File: src/rtl/program_counter_unit.sv
// Program counter unit: holds the fetch PC and selects seq / branch / JAL / JALR next PC.
// Latency: the new PC appears one cycle after the edge that samples Sel_PC. PC_Plus4 follows PC combinationally.
// Backpressure: Stall freezes PC and Instr_Count. Halt_Req parks the unit until reset. Misaligned targets trap.
module program_counter_unit #(
  parameter logic [31:0] RESET_VECTOR = 32'h0000_0000,
  parameter logic [31:0] TRAP_VECTOR  = 32'h0000_0100
) (
  input  logic        clk,
  input  logic        reset,
  input  logic [31:0] Offset_J,
  input  logic [31:0] Offset_B,
  input  logic [31:0] Target_R,
  input  logic [1:0]  Sel_PC,
  input  logic        Branch_Taken,
  input  logic        Stall,
  input  logic        Halt_Req,
  output logic [31:0] PC,
  output logic [31:0] PC_Plus4,
  output logic        Fetch_Valid,
  output logic        Misaligned,
  output logic [31:0] Trap_PC,
  output logic [31:0] Instr_Count,
  output logic [1:0]  State
);

  // The state encoding is visible on the State port, so the values are fixed.
  typedef enum logic [1:0] {
    ST_BOOT = 2'b00,
    ST_RUN  = 2'b01,
    ST_TRAP = 2'b10,
    ST_HALT = 2'b11
  } state_t;

  // Sel_PC encodings.
  localparam logic [1:0] SEL_SEQ    = 2'b00;
  localparam logic [1:0] SEL_BRANCH = 2'b01;
  localparam logic [1:0] SEL_JAL    = 2'b10;
  localparam logic [1:0] SEL_JALR   = 2'b11;

  state_t      state_q, state_d;
  logic [31:0] pc_q, pc_d;
  logic [31:0] trap_pc_q, trap_pc_d;
  logic [31:0] instr_cnt_q, instr_cnt_d;
  logic        fetch_vld_q, fetch_vld_d;
  logic        misaligned_q, misaligned_d;

  logic [31:0] pc_plus4;
  logic [31:0] branch_target;
  logic [31:0] jal_target;
  logic [31:0] jalr_target;
  logic [31:0] next_target;
  logic        target_misaligned;

  // All adders wrap modulo 2^32. There is deliberately no overflow detection.
  assign pc_plus4      = pc_q + 32'd4;
  assign branch_target = pc_q + Offset_B;
  // The J immediate arrives in halfword units, so it is scaled to bytes here.
  assign jal_target    = pc_q + (Offset_J << 1);
  // JALR clears bit 0 of the ALU result. Bit 1 can still be set, and that case traps.
  assign jalr_target   = Target_R & ~32'h1;

  // Select the candidate next PC from Sel_PC. A not-taken branch falls through to PC+4.
  always_comb begin
    next_target = pc_plus4;
    case (Sel_PC)
      SEL_SEQ:    next_target = pc_plus4;
      SEL_BRANCH: next_target = Branch_Taken ? branch_target : pc_plus4;
      SEL_JAL:    next_target = jal_target;
      SEL_JALR:   next_target = jalr_target;
      default:    next_target = pc_plus4;
    endcase
  end

  // With 32-bit instructions, any target that is not word aligned is illegal.
  assign target_misaligned = |next_target[1:0];

  // Next-state logic. Every register holds unless a rule below changes it.
  always_comb begin
    state_d      = state_q;
    pc_d         = pc_q;
    trap_pc_d    = trap_pc_q;
    instr_cnt_d  = instr_cnt_q;
    fetch_vld_d  = fetch_vld_q;
    misaligned_d = 1'b0;

    case (state_q)
      // The first fetch is the reset vector itself, so PC is not advanced on leaving BOOT.
      ST_BOOT: begin
        state_d     = ST_RUN;
        fetch_vld_d = 1'b1;
      end

      // Priority: stall, then halt, then the trap check, then a normal advance.
      ST_RUN: begin
        if (Stall) begin
          fetch_vld_d = 1'b1;
        end else if (Halt_Req) begin
          state_d     = ST_HALT;
          fetch_vld_d = 1'b0;
        end else if (target_misaligned) begin
          state_d      = ST_TRAP;
          pc_d         = TRAP_VECTOR;
          trap_pc_d    = next_target;
          misaligned_d = 1'b1;
          fetch_vld_d  = 1'b0;
        end else begin
          pc_d        = next_target;
          instr_cnt_d = instr_cnt_q + 32'd1;
        end
      end

      // The trap lasts a single cycle. Fetch resumes from the trap vector and inputs are ignored.
      ST_TRAP: begin
        state_d     = ST_RUN;
        fetch_vld_d = 1'b1;
      end

      // HALT is absorbing. Only reset leaves it.
      ST_HALT: begin
        fetch_vld_d = 1'b0;
      end

      default: begin
        state_d     = ST_BOOT;
        pc_d        = RESET_VECTOR;
        fetch_vld_d = 1'b0;
      end
    endcase
  end

  // State registers. Synchronous reset overrides every other input in every state.
  always_ff @(posedge clk) begin
    if (reset) begin
      state_q      <= ST_BOOT;
      pc_q         <= RESET_VECTOR;
      trap_pc_q    <= 32'h0;
      instr_cnt_q  <= 32'h0;
      fetch_vld_q  <= 1'b0;
      misaligned_q <= 1'b0;
    end else begin
      state_q      <= state_d;
      pc_q         <= pc_d;
      trap_pc_q    <= trap_pc_d;
      instr_cnt_q  <= instr_cnt_d;
      fetch_vld_q  <= fetch_vld_d;
      misaligned_q <= misaligned_d;
    end
  end

  assign PC          = pc_q;
  assign PC_Plus4    = pc_plus4;
  assign Fetch_Valid = fetch_vld_q;
  assign Misaligned  = misaligned_q;
  assign Trap_PC     = trap_pc_q;
  assign Instr_Count = instr_cnt_q;
  assign State       = state_q;

endmodule
File: config.mk
export PLATFORM = sky130hd
export DESIGN_NAME = program_counter_unit
export DESIGN_NICKNAME = d
export VERILOG_FILES = /design/src/rtl/program_counter_unit.sv
export SDC_FILE = /design/constraint.sdc
export NUM_CORES = 1
export LEC_CHECK = 0
export ABC_AREA = 1
export BUFFER_PORTS_ARGS = -buffer_cell sky130_fd_sc_hd__clkbuf_2
export CORE_UTILIZATION = 40
export DETAILED_ROUTE_END_ITERATION = 10
export SETUP_SLACK_MARGIN = 0.2
export SYNTH_ARGS = -nofsm -noshare
export SYNTH_HDL_FRONTEND = slang
export SYNTH_SLANG_ARGS = --single-unit
export TNS_END_PERCENT = 100
File: constraint.sdc
create_clock -name clk -period 2.78 [get_ports clk]
set_input_delay 0.278 -clock clk [delete_from_list [all_inputs] [get_ports clk]]
set_output_delay 0.278 -clock clk [all_outputs]
set_load 0.01 [all_outputs]
==> summary.md <==
| Metric | Value |
|---|---|
| Die width | ~160 um |
| CTS clk-pin slew, worst paths | about 0.09 ns |
| PwrDens | 288 mW/mm^2 |
| WP data required | 3.07 ns |
| Fin worst setup slack | 0.267 ns |
| Arrival time worst endpoint | 2.80 ns |
| Critical path endpoint category | register |
| Area leader, netlist | nand2_1 |
| Min cycle time layout | roughly 2.5 ns |
| Post-synth EDFFs | 0 |
| Starting DRT DRC Count | ~1200 |
| Routability Congestion | about 0.98 |
| Starting density of the core | 0.411 |
| Flops & latches, synth | 100 |
| CTS Buf Count | 9 |
| Post-place setup slack | 0.101 ns |
| Most common library cell in the layout ignoring fill and taps | nand2_1 |
| Most frequent cells in the layout | nand2_1 (732), inv_1 (299), clkbuf_2 (232) |
| Worst Clk Skew | 0.0165 ns |
| Sequential Power Share | 0.404 |
| Number of hold violations in the final report | 0 |
| Number of global-route vias before repair | 11400 |
| Wire length per cell | 16.6 um |
| Clk Latency, worst-skew pair | about 0.37 ns |
| Critical path peak fanout | 5 |
| Mapped Cells | 1887 |
| Die height | 164 um |
| Mapped Area | 0.0104 sq mm |
| IO Pins | around 240 |
| P&R area growth vs syn | 22.2% |
| Slew @ Worst Pin | around 0.70 ns |
| Async S/R FF share, synth | 0 |
| Via/cell ratio | between 5 and 6 |
| Clock buffer depth | 2 |
| Fin Setup TNS | 0 ns |
| Sw power | 1.27 mW |
| Port buffer count | 232 |
| Status | completed |
| Distinct cells, synth | 47 |
| Routed via count | 12700 |
| H-Tree Depth | 3 |
| Pins over their slew limit | 0 |
| DRT Pass-1 Iters | 6 |
| Final HPWL DP | 33.9 mm |
| IR drop worst, VDD | about 0.25 mV |
| Total gr overflow | 0 |
| Core Footprint | 0.0254 sq mm |
| Logic pwr share | 0.234 |
| FMAX | around 400 MHz |
| FILL cells | 2796 |
| Main synth FF type | dfxtp_1 |
| Sw Ratio | 0.347 |
| Post-route antenna net violation count | 0 |
| Int Pwr | 2.39 mW |
| Dominant cells by area after synthesis | nand2_1 (27%), dfxtp_1 (19%), inv_1 (11%) |
| First-pass GRT wire length | roughly 62 mm |
| Ys Warns | 0 |
| Most frequent CP cell | nand2_1 |
| Crit-path cells | ha_1 -> fa_1 -> nand3_1 -> nand3_2 -> nand2_1 -> nand2_1 -> nand2_1 -> nand2_1 -> nand2_1 -> nand2_1 -> nand2_1 -> nand3_1 -> nand2_1 -> inv_1 -> nand2_2 -> nand3_2 -> a21oi_2 |
| Initial antenna violation count | 0 |
| Root Buffer | clkbuf_16 |
| Maxcap violations | 0 |
| Crit-path max cell delay | 0.46 ns |
| Final Cycle Share | 0.904 |
| Final nets | 2312 |
| # diodes | 0 |
| Syn Area/Cell | 5.53 sq um |
| Setup Viol. Count Final | 0 |
| Hold Path Class | in -> reg |
| Slowest cell on crit path | fa_1 |
| Worst slew margin | 0.535 |
| # DRC | 0 |
| Worst setup SP type | register |
| CTS tree | built |
| Layout cells sized above 1 | 0.192 |
| Post-synth top area share | 0.268 |
| Post-cts hold buffer count | 0 |
| Syn nets | 2055 |
| Pin count of the biggest net entering global routing | 30 |
| TritonCTS sink count | 100 |
| RSZ-0062 raised after global routing | yes |
| Worst setup path class | reg -> reg |
| Clock share of power | 0.362 |
| Sequential area share after synthesis | 0.192 |
| Cell leakage power | 7.08 nW |
| Row count | 58 |
| Die area | between 0.02 and 0.03 sq mm |
| Gr usage total | 0.304 |
| Routed WL | 41.1 mm |
==> path summary, 6_finish.rpt <==
path	startpoint	endpoint	slack, ns	cells past startpoint
max	PC[1]	PC[25]	0.27	17
min	Stall	State[1]	0.21	4
max reg2reg	PC[1]	PC[25]	0.27	17
min reg2reg	Trap_PC[23]	Trap_PC[23]	0.45	2
==> per-layer routing <==
| layer | share of wire | global-route usage |
|---|---|---|
| met1 | 0.45 | 0.421 |
| met2 | 0.43 | 0.483 |
| met3 | 0.086 | 0.0444 |
| met4 | 0.027 | 0.0909 |
| met5 | 0 | 0 |
==> flip-flops by register name, indices dropped and copies added, names as in the netlist <==
signal and count:
PC 32, Misaligned 1, Fetch_Valid 1, Trap_PC 32, Instr_Count 32, State 2
==> stage by stage <==
| stage | power [mW] | area (sq um) | utilization | hold slack (ns) | std cells |
|---|---|---|---|---|---|
| floorplan | 2.01 | 10400 | - | 0.465 | 1887 |
| global placement | 2.34 | 12100 | 0.477 | 0.439 | 2452 |
| detailed placement | 2.34 | 12100 | 0.477 | 0.442 | 2452 |
| CTS | 3.68 | 12500 | 0.490 | 0.202 | 2471 |
| global route | 3.83 | 12700 | 0.502 | 0.233 | 2479 |
| finish | 3.67 | 12700 | 0.502 | 0.210 | 2479 |
==> cell type report <==
cell class / instances / area, sq um / share of cell area
clock buffers: 9 / 225 / 0.0177
clock inverters: 7 / 76.3 / 0.00599
inverters: 311 / 1170 / 0.0920
multi-input cells: 1442 / 7300 / 0.573
flip-flops and latches: 100 / 2030 / 0.159
well taps: 330 / 413 / 0.0324
repair buffers: 279 / 1530 / 0.120
repair inverters: 1 / 5.00 / 0.000393
==> synth_stat cells (12+ instances only) <==
| cell | n |
|---|---|
| nand2_1 | 744 |
| inv_1 | 300 |
| nor2_1 | 152 |
| nand3_1 | 126 |
| a21oi_1 | 109 |
| dfxtp_1 | 100 |
| ha_1 | 63 |
| nor3_1 | 48 |
| o21ai_0 | 32 |
| xor2_1 | 26 |
| nand4_1 | 23 |
| clkbuf_1 | 17 |
| or2_2 | 12 |
==> worst max-delay path: cells and delay by family (launching register included) <==
kind                       cells  cell delay [ns]
buffers and inverters          1             0.05
and+or+nand+nor               13             1.18
DFF                            1             0.36
AOI/OAI and AO/OA              1             0.11
adders and majority gates      2             0.73
==> kinds of logic after synthesis <==
group | count (synthesis) | share of synthesized area
flip-flops | 100 | 0.192
AO/OA/AOI/OAI | 185 | 0.101
XOR/XNOR | 32 | 0.0269
adder cells (fa/ha/maj) | 65 | 0.0794
AND/OR/NAND/NOR | 1160 | 0.473
buffers and inverters | 345 | 0.128
==> what timing repair did <==
item	in CTS	in global routing
gates resized for setup	6	73
buffers inserted	3	7
gates cloned	0	1
setup endpoints to repair	16	96
pin swaps	1	12
==> power groups by stage <==
stage / Combinational [mW] / Sequential, mW / Clock (mW)
floorplan: 0.498 / 1.52 / 0
global placement: 0.822 / 1.52 / 0
detailed placement: 0.825 / 1.52 / 0
CTS: 0.832 / 1.48 / 1.36
global route: 0.947 / 1.48 / 1.40
finish: 0.858 / 1.48 / 1.33
Note: power is estimated with default switching activity, not from simulation.
